File: src/rtl/mdu_pkg.sv
// Shared definitions for the iterative multiply/divide unit.
// Holds op codes, FSM states, the iteration bound and the conditional-negate helper.
package mdu_pkg;

  localparam int unsigned MDU_DATA_WIDTH = 32;
  localparam int unsigned MDU_OP_WIDTH   = 3;
  localparam int unsigned ITER_LAST      = MDU_DATA_WIDTH - 1;

  localparam logic [MDU_OP_WIDTH-1:0] MD_MULT  = 3'b000;
  localparam logic [MDU_OP_WIDTH-1:0] MD_MULTU = 3'b001;
  localparam logic [MDU_OP_WIDTH-1:0] MD_DIV   = 3'b010;
  localparam logic [MDU_OP_WIDTH-1:0] MD_DIVU  = 3'b011;
  localparam logic [MDU_OP_WIDTH-1:0] MD_MTHI  = 3'b100;
  localparam logic [MDU_OP_WIDTH-1:0] MD_MTLO  = 3'b101;

  typedef enum logic [1:0] {
    S_IDLE,
    S_MUL,
    S_DIV,
    S_FIX
  } mdu_state_e;

  // Two's-complement negate when neg is set; also used to take magnitudes.
  function automatic logic [MDU_DATA_WIDTH-1:0] mdu_cneg(
    input logic [MDU_DATA_WIDTH-1:0] v,
    input logic                      neg
  );
    return neg ? (~v + MDU_DATA_WIDTH'(1)) : v;
  endfunction

endpackage

File: src/rtl/mdu_iter_step.sv
// One iteration of the multiply/divide datapath on {acc, q}.
// Multiply: shift-add of one multiplier bit. Divide: one restoring shift-subtract step.
module mdu_iter_step
  import mdu_pkg::*;
#(
  parameter int unsigned DATA_WIDTH = MDU_DATA_WIDTH
) (
  input  logic                  i_is_div,
  input  logic [DATA_WIDTH-1:0] i_acc,
  input  logic [DATA_WIDTH-1:0] i_q,
  input  logic [DATA_WIDTH-1:0] i_opnd,
  output logic [DATA_WIDTH-1:0] o_acc_c,
  output logic [DATA_WIDTH-1:0] o_q_c
);

  logic [DATA_WIDTH:0]   w_sum;
  logic [DATA_WIDTH:0]   w_shl;
  logic [DATA_WIDTH-1:0] w_diff;

  always_comb begin
    o_acc_c = '0;
    o_q_c   = '0;
    w_sum   = {1'b0, i_acc} + (i_q[0] ? {1'b0, i_opnd} : '0);
    // Shifted partial remainder needs one extra bit before the trial subtract.
    w_shl   = {i_acc, i_q[DATA_WIDTH-1]};
    w_diff  = w_shl[DATA_WIDTH-1:0] - i_opnd;
    if (i_is_div) begin
      if (w_shl >= {1'b0, i_opnd}) begin
        o_acc_c = w_diff;
        o_q_c   = {i_q[DATA_WIDTH-2:0], 1'b1};
      end else begin
        o_acc_c = w_shl[DATA_WIDTH-1:0];
        o_q_c   = {i_q[DATA_WIDTH-2:0], 1'b0};
      end
    end else begin
      o_acc_c = w_sum[DATA_WIDTH:1];
      o_q_c   = {w_sum[0], i_q[DATA_WIDTH-1:1]};
    end
  end

endmodule

File: src/rtl/mul_div_unit.sv
// Iterative MULT/MULTU/DIV/DIVU unit owning the architectural HI/LO registers.
// One result bit per cycle on magnitudes; signs are applied in a final FIX cycle.
module mul_div_unit
  import mdu_pkg::*;
#(
  parameter int unsigned DATA_WIDTH = MDU_DATA_WIDTH,
  parameter int unsigned OP_WIDTH   = MDU_OP_WIDTH
) (
  input  logic                  CLK,
  input  logic                  RST,
  input  logic                  Start,
  input  logic [OP_WIDTH-1:0]   MDOp,
  input  logic [DATA_WIDTH-1:0] SrcA,
  input  logic [DATA_WIDTH-1:0] SrcB,
  output logic                  Busy,
  output logic                  Done,
  output logic                  DivByZero,
  output logic [DATA_WIDTH-1:0] HI,
  output logic [DATA_WIDTH-1:0] LO
);

  localparam int unsigned DW    = DATA_WIDTH;
  localparam int unsigned PW    = 2 * DATA_WIDTH;
  localparam int unsigned CNT_W = $clog2(DATA_WIDTH);

  mdu_state_e       r_state;
  logic [CNT_W-1:0] r_cnt;
  logic [DW-1:0]    r_acc;
  logic [DW-1:0]    r_q;
  logic [DW-1:0]    r_opnd;
  logic [DW-1:0]    r_hi;
  logic [DW-1:0]    r_lo;
  logic             r_is_div;
  logic             r_neg_res;
  logic             r_neg_rem;
  logic             r_dbz;
  logic             r_busy;
  logic             r_done;
  logic             r_dbz_out;

  logic          w_is_md;
  logic          w_is_div_op;
  logic          w_is_signed;
  logic          w_sa;
  logic          w_sb;
  logic [DW-1:0] w_mag_a;
  logic [DW-1:0] w_mag_b;
  logic [DW-1:0] w_acc_next;
  logic [DW-1:0] w_q_next;
  logic [PW-1:0] w_prod;
  logic [DW-1:0] w_quot;
  logic [DW-1:0] w_rem;

  mdu_iter_step #(
    .DATA_WIDTH(DATA_WIDTH)
  ) u_iter_step (
    .i_is_div(r_is_div),
    .i_acc   (r_acc),
    .i_q     (r_q),
    .i_opnd  (r_opnd),
    .o_acc_c (w_acc_next),
    .o_q_c   (w_q_next)
  );

  // Op decode and operand magnitudes at latch time.
  always_comb begin
    w_is_md     = (MDOp == MD_MULT) || (MDOp == MD_MULTU) ||
                  (MDOp == MD_DIV)  || (MDOp == MD_DIVU);
    w_is_div_op = (MDOp == MD_DIV) || (MDOp == MD_DIVU);
    w_is_signed = (MDOp == MD_MULT) || (MDOp == MD_DIV);
    w_sa        = w_is_signed & SrcA[DW-1];
    w_sb        = w_is_signed & SrcB[DW-1];
    w_mag_a     = mdu_cneg(SrcA, w_sa);
    w_mag_b     = mdu_cneg(SrcB, w_sb);
  end

  // Sign fix-up of the finished magnitude results.
  always_comb begin
    w_prod = {r_acc, r_q};
    if (r_neg_res) begin
      w_prod = ~w_prod + PW'(1);
    end
    w_quot = mdu_cneg(r_q, r_neg_res);
    w_rem  = mdu_cneg(r_acc, r_neg_rem);
  end

  always_ff @(posedge CLK or negedge RST) begin
    if (!RST) begin
      r_state   <= S_IDLE;
      r_cnt     <= '0;
      r_acc     <= '0;
      r_q       <= '0;
      r_opnd    <= '0;
      r_hi      <= '0;
      r_lo      <= '0;
      r_is_div  <= 1'b0;
      r_neg_res <= 1'b0;
      r_neg_rem <= 1'b0;
      r_dbz     <= 1'b0;
      r_busy    <= 1'b0;
      r_done    <= 1'b0;
      r_dbz_out <= 1'b0;
    end else begin
      r_done    <= 1'b0;
      r_dbz_out <= 1'b0;
      case (r_state)
        S_IDLE: begin
          if (Start && w_is_md) begin
            r_busy    <= 1'b1;
            r_cnt     <= '0;
            r_is_div  <= w_is_div_op;
            r_neg_res <= w_sa ^ w_sb;
            r_neg_rem <= w_sa;
            r_dbz     <= 1'b0;
            r_acc     <= '0;
            if (w_is_div_op) begin
              r_q    <= w_mag_a;
              r_opnd <= w_mag_b;
              // Zero divisor skips the iterations; HI later takes the raw dividend.
              if (SrcB == '0) begin
                r_dbz   <= 1'b1;
                r_acc   <= SrcA;
                r_state <= S_FIX;
              end else begin
                r_state <= S_DIV;
              end
            end else begin
              r_q     <= w_mag_b;
              r_opnd  <= w_mag_a;
              r_state <= S_MUL;
            end
          end else if (Start && (MDOp == MD_MTHI)) begin
            r_hi <= SrcA;
          end else if (Start && (MDOp == MD_MTLO)) begin
            r_lo <= SrcA;
          end
        end
        S_MUL, S_DIV: begin
          r_acc <= w_acc_next;
          r_q   <= w_q_next;
          if (r_cnt == CNT_W'(ITER_LAST)) begin
            r_cnt   <= '0;
            r_state <= S_FIX;
          end else begin
            r_cnt <= r_cnt + CNT_W'(1);
          end
        end
        S_FIX: begin
          if (r_dbz) begin
            r_hi <= r_acc;
            r_lo <= '1;
          end else if (r_is_div) begin
            r_hi <= w_rem;
            r_lo <= w_quot;
          end else begin
            r_hi <= w_prod[PW-1:DW];
            r_lo <= w_prod[DW-1:0];
          end
          r_done    <= 1'b1;
          r_dbz_out <= r_dbz;
          r_busy    <= 1'b0;
          r_state   <= S_IDLE;
        end
        default: r_state <= S_IDLE;
      endcase
    end
  end

  assign Busy      = r_busy;
  assign Done      = r_done;
  assign DivByZero = r_dbz_out;
  assign HI        = r_hi;
  assign LO        = r_lo;

endmodule
File: config.mk
export PLATFORM = sky130hd
export DESIGN_NAME = mul_div_unit
export DESIGN_NICKNAME = d
export VERILOG_FILES = /design/src/rtl/mdu_pkg.sv /design/src/rtl/mdu_iter_step.sv /design/src/rtl/mul_div_unit.sv
export SDC_FILE = /design/constraint.sdc
export NUM_CORES = 1
export LEC_CHECK = 0
export CAP_MARGIN = 20
export CELL_PAD_IN_SITES_DETAIL_PLACEMENT = 0
export CELL_PAD_IN_SITES_GLOBAL_PLACEMENT = 1
export CORE_MARGIN = 2
export CORE_UTILIZATION = 48
export DETAILED_ROUTE_END_ITERATION = 8
export PLACE_DENSITY_LB_ADDON = 0.1
export SLEW_MARGIN = 20
export SYNTH_ARGS = -nofsm -noshare
export SYNTH_HDL_FRONTEND = slang
export SYNTH_HIERARCHICAL = 1
export SYNTH_SLANG_ARGS = --single-unit
File: constraint.sdc
create_clock -name CLK -period 7 [get_ports CLK]
set_input_delay 0.7 -clock CLK [delete_from_list [all_inputs] [get_ports CLK]]
set_output_delay 0.7 -clock CLK [all_outputs]
set_load 0.02 [all_outputs]
; Word-level counts from Yosys, hierarchy flattened
; Cells that the tools add are included.
[totals]
out_inout_bits = 67
mem_bits_ro = 0
reg_bits = 174
memories = 0
latch_bits = 0
mem_bits_rw = 0
[op_classes]
n_mux = 43
addsub = 8
magnitude_cmp = 1
shift = 0
eq_ne = 15
div_mod_pow = 0
n_bitwise = 8
reduce_logical = 20
n_mul = 0
[ops]
columns = operator, count
row1 = two-way mux 32 bit, 23
row2 = case mux 32 bit (2 select lines), 4
row3 = adder 32 x 1 -> 32 bit (second input constant), 4
row4 = inverter 32 bit, 4
row5 = adder 64 x 1 -> 64 bit (second input constant), 1
row6 = two-way mux 64 bit, 1
row7 = inverter 64 bit, 1
row8 = adder 32 x 33 -> 33 bit, 1
row9 = greater-or-equal comparator 33 x 32 -> 1 bit, 1
row10 = zero test 32 bit, 1
row11 = subtractor 32 bit, 1
row12 = inequality test 2 bit (second input constant), 6
row13 = two-way mux 5 bit, 2
row14 = case mux 5 bit (2 select lines), 1
row15 = AND reduction 2 bit, 4
row16 = two-way mux 1 bit, 7
row17 = equality test 3 x 2 -> 1 bit (second input constant), 2
row18 = equality test 3 bit (second input constant), 2
row19 = two-way mux 2 bit, 3
row20 = case mux 2 bit (3 select lines), 1
row21 = adder 5 x 1 -> 5 bit (second input constant), 1
row22 = equality test 5 bit (second input constant), 1
row23 = logical OR 1 bit, 5
row24 = equality test 2 bit (second input constant), 2
row25 = other kinds (12), 16

; Longest topological paths before layout
[depth]
depth_word = 7
ltp_mapped = 15
mapped_depth_nobuf = 14

; By module
; The synthesis kept the hierarchy.
[by_module_without_submodules]
columns = module, area_each_um2, n_inst, cells_each
row1 = mul_div_unit, 11375.9, 1, 1370
row2 = mdu_iter_step, 4764.6, 1, 685

; Worst setup path before layout
; No wires, ideal clock.
[synth_timing]
path_type = register -> register
startpoint = reg r_q[31]
endpoint = reg r_acc[30]
arrival_time_ps = 3208
period_less_slack_ps = 3334
path_stages_with_launch = 15
path_buffers = 0
setup_ps = 126
path_slack_ps = 3666
path_cell_list = dfrtp_1 > inv_1 > ha_1 > inv_1 > fa_1 > a21o_1 > a221o_2 > a2111oi_4 > nor2_2 > o2111a_1 > or3_1 > a31oi_1 > a22oi_1 > a221oi_1 > nor2_1
[synth_via]
elab_chain_len = 4
[synth_lines]
columns = element, line
row1 = "start, declared", mul_div_unit.sv:29  ; logic [DW-1:0] r_q;
row2 = "start signal, assigned", mul_div_unit.sv:117  ; r_q <= w_mag_a;
row3 = "start signal, assigned", mul_div_unit.sv:128  ; r_q <= w_mag_b;
row4 = "start signal, assigned", mul_div_unit.sv:140  ; r_q <= w_q_next;
row5 = subtractor 32 bit / greater-or-equal comparator 33 x 32 -> 1 bit (equally long branches), "mdu_iter_step.sv:26, mdu_iter_step.sv:28"
row6 = two-way mux 32 bit *, mdu_iter_step.sv:28  ; if (w_shl >= {1'b0, i_opnd}) begin
row7 = two-way mux 32 bit *, mdu_iter_step.sv:27  ; if (i_is_div) begin
row8 = via w_acc_next[30], mul_div_unit.sv:48  ; logic [DW-1:0] w_acc_next;
row9 = case mux 32 bit (2 select lines) *, mul_div_unit.sv:106  ; case (r_state)
row10 = "end signal, assigned", mul_div_unit.sv:122  ; r_acc <= SrcA;
row11 = "end signal, assigned", mul_div_unit.sv:139  ; r_acc <= w_acc_next;
row12 = "end, declared", mul_div_unit.sv:28  ; logic [DW-1:0] r_acc;
; Mark *: on every way through the listed nets, which the timed path passes. The rest lies on a longest branch.
; A chain may end at the register's enable or synchronous reset.

; Worst setup path after layout
[layout_timing]
startpoint = reg r_q[0]
endpoint = reg r_acc[26]
[layout_via]
elab_chain_len = 4
[layout_lines]
columns = element, line
row1 = two-way mux 32 bit, mdu_iter_step.sv:23  ; w_sum = {1'b0, i_acc} + (i_q[0] ? {1'b0, i_opnd} : '0);
row2 = adder 32 x 33 -> 33 bit, mdu_iter_step.sv:23
row3 = two-way mux 32 bit, mdu_iter_step.sv:27
row4 = via w_acc_next[26], mul_div_unit.sv:48
row5 = case mux 32 bit (2 select lines), mul_div_unit.sv:106
; The timed path passes the listed nets, and every way through them passes these cells.

==> reports/results.ini <==
[setup_path]
cp.arrival_ps = 4430
crit_path_max_fanout = 32
critPathKind = register to register
crit_path_start_kind = register
critical_path_required_ps = 7340
timing.critical_path.to_type = register
critical-path-max-stage-delay_ps = 590
crit_top_cell = o21ai_1
path_cells = buf_4 -> and2_1 -> ha_1 -> a211oi_1 -> o21ai_1 -> o21a_1 -> o311ai_2 -> o21ai_1 -> o41ai_1 -> xor2_1 -> mux2i_1 -> a221oi_1 -> nor2_1
critPathSlowestCell = o311ai_2

[detailed_routing]
initialDrtViolationCount = 1793
drt.antenna.violating_nets = 0
detail_route.wl_per_cell_um = 26.0
viasPerCell = 6.62
drtPass1Iterations = 8
wirelength_mm = 66.9
route.vias.total = 17000
drc = 0

[layout]
drive_above_1_share = 0.0637
flow.area_growth_from_synthesis_pct = 14.2
n_fill_cell = 3222
finalNetCount = 2252
finalInstanceArea_um2 = 18400

[clock_network]
cts-htree-levels = 4
insertion_delay_ps = 460
postCtsSetupBuffers = 0
cts.hold.buffers_added = 0
clkTransAtPathRegs_ps = 70
clock_tree_from_tritoncts = yes
cts.sink_count = 174
clock_root_cell = clkbuf_16
numCtsBuffers = 17
post_cts_resized = 0
clockBufferDepth = 2

[synth]
yosysMostFrequentCell = nor2_1
synth_nets = 2200
synth_top_area_cell = dfrtp_1
asyncSetResetFlopFracSynth = 1.00
synth.area.top_cells = dfrtp_1 27%, ha_1 5.7%, xnor2_1 5.0%, nor2_1 4.8%, a21oi_1 4.7%
synth-warning-count = 6
postSynthCellCount = 2055
synth.lib_cells_used.distinct = 80
synth_seq_cells = 174
synthesis.area_per_instance_um2 = 7.85
netlist.area_leader.share = 0.270
synth_top_cells_by_count = 208 x nor2_1, 175 x nand2_1, 174 x dfrtp_1
syn_area_um2 = 16100
proportion_of_synthesized_chip_area_in_sequential_cells = 0.270
synth-main-ff-cell = dfrtp_1
synth_enable_flop_cells = 0

[floorplanning]
coreArea_um2 = 33300
die_height_um = 187
die_w_um = 187
rows = 67
floorplan.die_area_um2 = 35100
num_io_pins = 137
start_util = 0.485

[global_routing]
grt.overflow.total = 0
grt_first_pass_wirelength_mm = 100
global_route_usage_over_all_layers = 0.377
first_global_vias = 16300
initial_antenna_violation_count = 1
pin_count_of_the_biggest_net_entering_global_routing = 81

[sta]
relSlewSlack = 0.276
final_period_minus_worst_setup_slack_ps = 4090
rsz0062_at_grt = false
final_total_negative_setup_slack_ps = 0
timing.hold.ws_ps = 214
clock.fmax_mhz = 244
clock-skew-final_ps = 13.7
setup-violations-final = 0
number_of_max_slew_violations_in_the_final_report = 0
min_period_over_period = 0.585
max_slew.worst_pin.slew_ps = 1090
final-hold-violation-count = 0

[flow_run]
cap_viol_max_count = 0

[power]
switchingPower_mw = 6.00
internal_power_mw = 5.20
power.share.sequential = 0.212
power.share.switching = 0.536
worst_ir_drop_vdd_v = 0.000600
report.power.total_mw = 11.2
power_leakage_nw = 7.53
power_density_nw_per_um2 = 607
combPwrFrac = 0.697
clock_network_power_share = 0.092

[status]
status = complete, no violations

[placement]
dpl.hpwl_mm = 50.2
gp_congestion = 0.995
port_buffers = 136
placed_area_um2 = 17800

[hold_path]
holdCritPathClass = input pin to async pin

-- layout by cell type (no fill, tap or decap), types with 16 or more instances in the layout --
cell type / Yosys / routed
a221oi_1: 40 / 40
o41ai_1: 23 / 23
inv_1: 77 / 77
buf_4: 6 / 25
nand4_1: 23 / 23
o211ai_1: 19 / 19
xor2_1: 61 / 61
a31oi_1: 36 / 36
or3_1: 30 / 30
nand3b_1: 16 / 16
o31ai_1: 21 / 21
nand2_1: 175 / 175
o21ai_0: 141 / 140
nor3_1: 52 / 52
clkdlybuf4s50_1: 0 / 135
mux2_2: 37 / 37
dfrtp_1: 174 / 173
o22ai_1: 36 / 36
and3_1: 21 / 21
o221ai_1: 23 / 23
and2_1: 51 / 51
a21oi_1: 151 / 151
ha_1: 73 / 71
xnor2_1: 92 / 92
nor4_1: 26 / 26
nand3_1: 39 / 39
nor2_1: 208 / 206
a21o_1: 39 / 39
mux2i_1: 46 / 46
clkbuf_16: 0 / 17
-- worst max-delay path: cells and delay by family (launching register included) --
family / cells / cell delay, ps
AOI/OAI and AO/OA: 7 / 2290
buffers and inverters: 1 / 360
DFF: 1 / 450
muxes: 1 / 90
xor gates and xnor gates: 1 / 200
adders and majority gates: 1 / 260
and+or+nand+nor: 2 / 300
-- metal layers --
layer  global-route usage  up-vias  part of all wire
li1                     -     7699                 -
met1                0.486     8274              0.40
met2                0.600      838              0.46
met3               0.0593      207             0.075
met4                0.224        0             0.068
met5                    0        -                 0
-- path summary, 6_finish.rpt --
check,slack (ps),depth (start not counted),start,to
worst max-delay path,2910,13,r_q[0]$_DFFE_PN0P_,r_acc[26]$_DFFE_PN0P_
worst min-delay path,210,1,RST,r_acc[20]$_DFFE_PN0P_
worst max register to register,2910,13,r_q[0]$_DFFE_PN0P_,r_acc[26]$_DFFE_PN0P_
min in group CLK,470,2,LO[11]$_DFFE_PN0P_,LO[11]$_DFFE_PN0P_
worst min register to register,470,2,LO[11]$_DFFE_PN0P_,LO[11]$_DFFE_PN0P_
max in group asynchronous,5390,2,RST,r_cnt[4]$_DFFE_PN0P_
-- metrics by stage --
| step | utilization | std cells | setup slack [ps] |
|---|---|---|---|
| after floorplan | - | 2055 | 3670 |
| after global placement | 0.534 | 2534 | 2790 |
| after detailed placement | 0.534 | 2534 | 2750 |
| after CTS | 0.552 | 2566 | 2980 |
| after global routing | 0.554 | 2568 | 2580 |
| final | 0.554 | 2569 | 2910 |
-- power by group through the flow --
stage	sequential (mW)	clock, mW	combinational [mW]
after floorplan	2.18	0	5.33
after global placement	2.34	0	7.56
after detailed placement	2.35	0	7.60
after CTS	2.34	1.03	7.64
after global routing	2.42	1.07	8.46
final	2.37	1.03	7.80
-- flip-flops by register name (all words and copies together), names as in the netlist --
name and count:
DivByZero 1, r_q 32, r_is_div 1, r_state 2, r_dbz 1, r_acc 32
Done 1, LO 32, r_neg_rem 1, HI 32, r_opnd 32, Busy 1
r_cnt 5, r_neg_res 1
-- logic make-up (layout without fill, tap and decap cells) --
group                      Yosys count  after routing  synth area share
buffers and inverters              208            273            0.0508
other                                0              1                 0
and+or+nand+nor                    714            714             0.217
adders and majority gates           75             75            0.0591
xor gates and xnor gates           153            153            0.0830
muxes                               83             83            0.0543
DFF                                174            174             0.270
AOI/OAI and AO/OA                  648            648             0.266
-- cell type report --
| cell class | count | area [µm²] | area share |
|---|---|---|---|
| tap | 448 | 561 | 0.0304 |
| timing repair buffer | 163 | 1600 | 0.0867 |
| inverter | 78 | 293 | 0.0159 |
| clock inverter | 13 | 171 | 0.00930 |
| antenna | 1 | 2.50 | 0.000136 |
| multi-input combinational | 1673 | 11000 | 0.597 |
| clock buffer | 19 | 443 | 0.0240 |
| sequential | 174 | 4360 | 0.236 |
(Power assumes the default switching activity.)
